--- config.mk ---
export PLATFORM = sky130hd
export DESIGN_NAME = digit_tube_ctrl
export DESIGN_NICKNAME = d
export VERILOG_FILES = /design/src/rtl/digit_tube_ctrl_pkg.sv /design/src/rtl/digit_tube_ctrl_hex_to_seg7.sv /design/src/rtl/digit_tube_ctrl.sv
export SDC_FILE = /design/constraint.sdc
export NUM_CORES = 1
export LEC_CHECK = 0
export CAP_MARGIN = 20
export CORE_ASPECT_RATIO = 0.75
export CORE_MARGIN = 2
export CORE_UTILIZATION = 37
export CTS_BUF_LIST = sky130_fd_sc_hd__clkbuf_8
export CTS_CLUSTER_DIAMETER = 150
export DETAILED_ROUTE_END_ITERATION = 7
export GPL_TIMING_DRIVEN = 1
export PLACE_DENSITY = 0.61
export SYNTH_ARGS = -nofsm -noshare
export SYNTH_HDL_FRONTEND = slang
export SYNTH_SLANG_ARGS = --single-unit
--- constraint.sdc ---
create_clock -name clk -period 2.5 [get_ports clk]
set_input_delay 0.25 -clock clk [delete_from_list [all_inputs] [get_ports clk]]
set_output_delay 0.25 -clock clk [all_outputs]
set_load 0.05 [all_outputs]
--- src/rtl/digit_tube_ctrl_pkg.sv ---
// Shared constants for the 8-digit hex display peripheral: register offsets,
// the active-low hex segment table and the blanked-digit pattern.
package digit_tube_ctrl_pkg;

    localparam logic ADDR_DATA  = 1'b0;
    localparam logic ADDR_BLANK = 1'b1;

    localparam logic [7:0] SEG_OFF = 8'hFF;

    // Segments g..a, active-low; entry n is the glyph for hex digit n.
    localparam logic [6:0] HEX7_TABLE [16] = '{
        7'h40, 7'h79, 7'h24, 7'h30, 7'h19, 7'h12, 7'h02, 7'h78,
        7'h00, 7'h10, 7'h08, 7'h03, 7'h46, 7'h21, 7'h06, 7'h0E
    };

endpackage

--- src/rtl/digit_tube_ctrl_hex_to_seg7.sv ---
// Combinational hex nibble to active-low 7-segment (g..a) decoder.
module hex_to_seg7
    import digit_tube_ctrl_pkg::*;
(
    input  logic [3:0] nibble_i,
    output logic [6:0] seg_n_o
);

    assign seg_n_o = HEX7_TABLE[nibble_i];

endmodule

--- src/rtl/digit_tube_ctrl.sv ---
// Memory-mapped 8-digit multiplexed common-anode hex display driver with
// per-digit blanking and registered register read-back.
module digit_tube_ctrl
    import digit_tube_ctrl_pkg::*;
#(
    parameter int SCAN_DIV = 50000
) (
    input  logic        clk,
    input  logic        reset,
    input  logic        we,
    input  logic        addr,
    input  logic [3:0]  byte_en,
    input  logic [31:0] wdata,
    output logic [31:0] RD,
    output logic [7:0]  digit_sel,
    output logic [7:0]  seg
);

    localparam int CNT_W = (SCAN_DIV > 1) ? $clog2(SCAN_DIV) : 1;
    localparam logic [CNT_W-1:0] CNT_LAST = CNT_W'(SCAN_DIV - 1);

    logic [31:0]      data_q, data_d;
    logic [7:0]       blank_q, blank_d;
    logic [CNT_W-1:0] cnt_q, cnt_d;
    logic [2:0]       idx_q, idx_d;
    logic [31:0]      rd_q, rd_d;
    logic [7:0]       digit_sel_q, digit_sel_d;
    logic [7:0]       seg_q, seg_d;
    logic [3:0]       cur_nibble;
    logic [6:0]       cur_seg7;

    logic data_wr;
    logic blank_wr;

    assign data_wr  = we && (addr == ADDR_DATA);
    assign blank_wr = we && (addr == ADDR_BLANK) && byte_en[0];

    generate
        for (genvar gi = 0; gi < 4; gi++) begin : g_data_lane
            assign data_d[8*gi +: 8] = (data_wr && byte_en[gi]) ? wdata[8*gi +: 8]
                                                                : data_q[8*gi +: 8];
        end
    endgenerate

    assign blank_d = blank_wr ? wdata[7:0] : blank_q;

    // The scan runs free of bus traffic; writes only touch DATA/BLANK.
    always_comb begin
        cnt_d = cnt_q + CNT_W'(1);
        idx_d = idx_q;
        if (cnt_q == CNT_LAST) begin
            cnt_d = '0;
            idx_d = idx_q + 3'd1;
        end
    end

    assign cur_nibble = data_q[{idx_q, 2'b00} +: 4];

    hex_to_seg7 u_hex_to_seg7 (
        .nibble_i (cur_nibble),
        .seg_n_o  (cur_seg7)
    );

    // Outputs sample pre-edge state, so new writes appear one cycle later.
    assign rd_d        = (addr == ADDR_BLANK) ? {24'd0, blank_q} : data_q;
    assign digit_sel_d = ~(8'b1 << idx_q);
    assign seg_d       = blank_q[idx_q] ? SEG_OFF : {1'b1, cur_seg7};

    always_ff @(posedge clk) begin
        if (reset) begin
            data_q      <= '0;
            blank_q     <= '0;
            cnt_q       <= '0;
            idx_q       <= '0;
            rd_q        <= '0;
            digit_sel_q <= 8'hFE;
            seg_q       <= 8'hC0;
        end else begin
            data_q      <= data_d;
            blank_q     <= blank_d;
            cnt_q       <= cnt_d;
            idx_q       <= idx_d;
            rd_q        <= rd_d;
            digit_sel_q <= digit_sel_d;
            seg_q       <= seg_d;
        end
    end

    assign RD        = rd_q;
    assign digit_sel = digit_sel_q;
    assign seg       = seg_q;

endmodule

======== Yosys cells after proc, flatten, opt, wreduce, memory -nomap -nowiden ========
Memory sizes are Yosys's and may differ from the RTL's.
Index checks and enable logic that the tools add are counted.
word-level totals
  bits of input ports ..................... 40
  ROM bits ................................ 112
  register bits ........................... 107
  word-level logic and storage cells ...... 39
  output and inout bits ................... 48
  memories kept ........................... 1
operators by class
  magnitude comparators ................... 2
  muxes and demuxes ....................... 6
  bitwise gates (word level) .............. 3
  shifts and indexed selects .............. 2
  reductions and logical operators ........ 10
  $add $sub $neg .......................... 2
  equality and inequality tests ........... 1
memories
  memory           words  width  read ports  clocked after Yosys merged registers in  wr ports  RTL line                          text
  (no name shown)  16     7      1           0                                        0         digit_tube_ctrl_hex_to_seg7.sv:9  assign seg_n_o = HEX7_TABLE[nibble_i];
operators by type and width
  cell                                                       count
  indexed part select 32 x 6 -> 4 bit                        1
  adder 16 x 1 -> 16 bit (second input constant)             1
  == test 16 bit (second input constant)                     1
  2-to-1 mux 7 bit                                           2
  2-to-1 mux 8 bit                                           1
  inverter 8 bit                                             1
  << shifter 1 x 3 -> 8 bit (first input constant)           1
  logical AND 1 bit                                          7
  2-to-1 mux 6 bit                                           1
  OR reduction 2 bit                                         3
  greater-or-equal comparator 5 bit (second input constant)  1
  inverter 4 -> 5 bit                                        1
  < comparator 3 x 4 -> 1 bit (second input constant)        1
  adder 3 x 1 -> 3 bit (second input constant)               1
  binary-select mux 1 bit (select 3 bit)                     1
  2-to-1 mux 1 bit                                           1
  inverter 1 bit                                             1

======== Logic depth before layout (Yosys ltp) ========
Gate-level depths: netlist (run 1).
  depth after elaboration ................. 6
  gate-level depth with buffers ........... 9
  mapped depth without buffers ............ 8

======== Cells and area by module ========
Synthesis (run 1) repeated with hierarchy kept, for this count alone.
unflattened totals
  cells, all modules ...................... 448
  area, all modules ....................... 4202.8 µm²
by module, submodules not included
  module           times used  area an instance (µm²)  seq. area each (µm²)  cells each
  digit_tube_ctrl  1           3955.0                  2122.0                413
  hex_to_seg7      1           247.7                   0.0                   35

======== Worst setup path after synthesis (run 1) ========
Ideal clock, no wire load.
  path kind ............................... register -> register
  start ................................... reg idx_q[0]
  end ..................................... reg seg_q[2], in the netlist seg[2]
  data required time ...................... 2.426 ns
  library setup time ...................... 0.074 ns
  buffers on the path ..................... 1
  period minus slack after synthesis ...... 2.539 ns
  cell stages (with the launch flop) ...... 8
  arrival ................................. 2.465 ns
  setup slack ............................. -0.039 ns
  cell sequence ........................... dfxtp_1 buf_6 mux4_1 mux2i_1 inv_1 ha_1 or3_2 a31oi_1
between the ends
  cells in the longest elaborated chain, start to end .. 6
  elaborated cells on any way between the ends .. 8
  classes of those cells .................. 1 x shift; 5 x mux; 1 x bitwise; 1 x memory
ends and longest elaborated chain
  what                                                 RTL line                          text
  from (decl)                                          digit_tube_ctrl.sv:25             logic [2:0] idx_q, idx_d;
  from (signal assigned)                               digit_tube_ctrl.sv:82             idx_q <= idx_d;
  indexed part select 32 x 6 -> 4 bit                  digit_tube_ctrl.sv:57             assign cur_nibble = data_q[{idx_q, 2'b00} +: 4];
  inverter 4 -> 5 bit (not written as such)            digit_tube_ctrl_hex_to_seg7.sv:9
  memory (16 x 7 bit)                                  --
  2-to-1 mux 7 bit (not written as such) (2 in a row)  digit_tube_ctrl_hex_to_seg7.sv:9
  2-to-1 mux 6 bit *                                   digit_tube_ctrl.sv:67             assign seg_d = blank_q[idx_q] ? SEG_OFF : {1'b1, cur_seg7};
  to (signal assigned)                                 digit_tube_ctrl.sv:85             seg_q <= seg_d;
  to (decl)                                            digit_tube_ctrl.sv:28             logic [7:0] seg_q, seg_d;
Every way passes the cells marked *; elsewhere a longest branch is shown, timed or not. The select of a mux whose other input is x is not followed.
A chain may end at the register's enable or synchronous reset.

======== Worst setup path in the final report (run 1) ========
  start ................................... reg idx_q[0]
  end ..................................... reg seg_q[0], in the netlist seg[0]
The elaborated chain is that of the path after synthesis.

==> out/results.ini, run 1 <==
[outcome]
outcome = complete, no violations

[drt]
wl_per_cell_um = 14.73
wl_mm = 9.705
via_count = 3218
postRouteAntennaNets = 0
viasPerCell = 4.883
drcViolationCount = 0
drtIter0Drc = 162
first_pass_iters = 5

[grt]
grt_max_degree = 64
grt_pass1_wl_mm = 15.58
grt_overflow = 0
grt_pass1_vias = 3077
antenna_found_initial = 0
grt_usage_pct = 16.41

[worst_setup_path]
timing.critical_path.buf_inv = 2
arrival_ns = 2.59
path_cells = buf_4 > mux4_1 > nand2_1 > and2_1 > inv_1 > ha_1 > nor3b_1 > a211o_1 > a21oi_2
cp_top_family = multiplexers
crit_required_ns = 2.74
start_kind = register
crit_fanout = 5
max_stage_delay_ns = 0.57
cp-end-kind = register
criticalPathCategory = register to register
slowest_stage = mux4_1

[sta]
hold_violations = 0
worstMarginPinSlew_ns = 0.6330
final.min_clock_period_ns = 2.354
final_max_slew_viol_count = 0
timing.slew.headroom_pct = 57.80
fin_tns_setup_ns = 0
rsz0062_at_grt = no
finalClockSkew_ns = 0.01758
setup_ws_ns = 0.1464
setup_viol = 0
fmax_ghz = 0.4249
fin_crit_sh_pct = 94.14

[clock_tree]
clk_latency_ns = 0.38
cts_tree = done
clock-sinks = 106
cts_made_buffers = 9
clockBufferDepth = 2
htreeDepth = 3
root_buffer = clkbuf_8
cts_hold_buf = 0
path_clk_slew_ns = 0.10

[synthesis]
synth_ff_type = dfxtp_1
synth-xor-area-share_pct = 3.320
ys_types = 38
synth_top_area_share_pct = 50.27
yosysWarningCount = 0
synth_seq_area_share_pct = 50.27
synth_compound_gate_area_share_pct = 5.631
synth_top_area_cell = dfxtp_1
syn_area_per_cell_um2 = 9.818
synthAdderAreaFrac_pct = 3.853
synth_edf_count = 0
synth_top_family_by_area = simple AND/OR/NAND/NOR gates
synth-async-reset-ratio_pct = 0
synth_nets = 483
netlist_area_um2 = 4222
muxShareOfSynthArea_pct = 12.95
synth_area_leaders = dfxtp_1 (50%), mux2i_1 (5.7%), mux4_1 (5.6%), nand3_1 (5.2%), nand2_1 (4.4%)
synth-seq-cells = 106
yosys.area_share.simple_pct = 20.21
synthCells = 430

[finish]
antenna_cells = 0
finalNetCount = 568
syn_to_final_growth_pct = 29.79
layout-drive-gt1-share_pct = 7.707

[die]
ios = 88
core_um2 = 11020
rows = 33
initial_core_util_pct = 38.29
dieArea_um2 = 12290
die_h_um = 96.51
die_w_um = 127.3

[place]
pre_cts_ws_ns = 0.09273
routabilityCongestion = 0.8438
io_buffers = 86
dp_hpwl_mm = 7.180

[power_and_ir_drop]
p_per_area_nw_per_um2 = 600.3
p_leak_nw = 2.152
peakVddDrop_mv = 0.2773

[hold_path]
hold_path_class = input pin to register

[job]
maxCapViolations = 0

cell usage after synthesis, types with 2 or more instances:
library cell	instances
nand4_1	3
dfxtp_1	106
nor3_1	3
xor2_1	7
a31oi_1	3
nand2_1	49
a21oi_1	33
nand2b_1	3
mux2i_1	24
xnor2_1	9
nand3_1	44
and3_1	2
nor2b_1	2
nor4b_1	2
nor2_1	43
inv_1	8
ha_1	13
buf_6	3
and2_1	25
nor3b_1	3
clkbuf_1	20
mux4_1	9
routing by layer:
metal  global-route usage [%]  wire [um]
met1                    23.82       5072
met3                    4.736        429
met5                        0          0
met2                    23.17       4097
met4                    5.769        106
timing repair:
| item | in CTS | in global routing |
|---|---|---|
| resized for setup | 0 | 1 |
| setup buffers | 0 | 0 |
| endpoints found under the setup margin | 0 | 3 |
kinds of logic (layout without fill, tap and decap cells):
logic type | after synthesis | count (layout)
mux | 37 | 37
compound gates | 42 | 42
xor+xnor | 16 | 16
flops | 106 | 106
buf+inv | 34 | 123
other cells | 1 | 1
fa+ha+maj | 13 | 13
simple gates | 181 | 181
area by class of cell:
class | instances | area, um2
Multi-Input combinational cell | 290 | 1951
Clock inverter | 6 | 115.1
Sequential cell | 106 | 2123
Clock buffer | 9 | 123.9
Inverter | 9 | 33.78
Fill cell | 1002 | 5545
Timing Repair Buffer | 99 | 957.2
Tap cell | 140 | 175.2
cell usage in the layout (no fill, tap or decap), types with 2 or more instances in the layout:
master	Yosys	routed
nor4b_1	2	2
xor2_1	7	7
clkdlybuf4s50_1	0	85
nand4_1	3	3
nor2_1	43	43
inv_1	8	8
buf_4	1	12
dfxtp_1	106	105
and3_1	2	2
xnor2_1	9	9
nand2b_1	3	3
nand3_1	44	44
a21oi_1	33	33
mux2i_2	1	2
and2_1	25	25
clkbuf_8	0	9
a31oi_1	3	3
mux2i_1	24	23
ha_1	13	13
mux4_1	9	9
bufinv_16	0	3
nor3b_1	3	3
nor3_1	3	3
nand2_1	49	49
path summary, 6_finish.rpt:
| path | depth (start not counted) | start | end | slack [ns] |
|---|---|---|---|---|
| min reg2reg | 2 | data_q[31] | data_q[31] | 0.48 |
| max reg2reg | 9 | idx_q[0] | seg[0] | 0.15 |
| max | 9 | idx_q[0] | seg[0] | 0.15 |
| min | 3 | reset | RD[17] | 0.36 |
power by group:
part	total (W)	switching (W)	internal (W)
Clock	0.00124	0.000578	0.000664
Sequential	0.00175	0.0000263	0.00173
Combinational	0.000295	0.000162	0.000133
through the flow:
| step | cells | utilization (%) | hold WS [ns] | power, W | cell area [um2] |
|---|---|---|---|---|---|
| after floorplan | 430 | - | 0.3939 | 0.001956 | 4225 |
| after global placement | 643 | 47.42 | 0.4442 | 0.002081 | 5228 |
| after detailed placement | 644 | 47.52 | 0.4625 | 0.002086 | 5239 |
| after CTS | 659 | 49.69 | 0.3343 | 0.003320 | 5478 |
| after global routing | 659 | 49.70 | 0.3736 | 0.003416 | 5479 |
| final | 659 | 49.70 | 0.3590 | 0.003289 | 5479 |
tightest hold or removal path, cell delays in order:
cell	delay (ns)
buf_2	0.12
nor2_1	0.14
and2_1	0.19
state kept, by name, summed over array words and instances, names as in the netlist:
name       flops
cnt_q         16
digit_sel      8
blank_q        8
seg            7
RD            32
idx_q          3
data_q        32
Note: power is estimated with default switching activity, not from simulation.
==> run 2: changes to the inputs <==
TNS_END_PERCENT = 1   (was unset)
==> results of run 2 <==
Same layout as run 1: the final DEF is identical, and so are final timing and power.
==> run 3: changes to the inputs <==
CTS_CLUSTER_DIAMETER = 100   (was 150)
==> results of run 3 <==
Same layout as run 1: the final DEF is identical, and so are final timing and power.
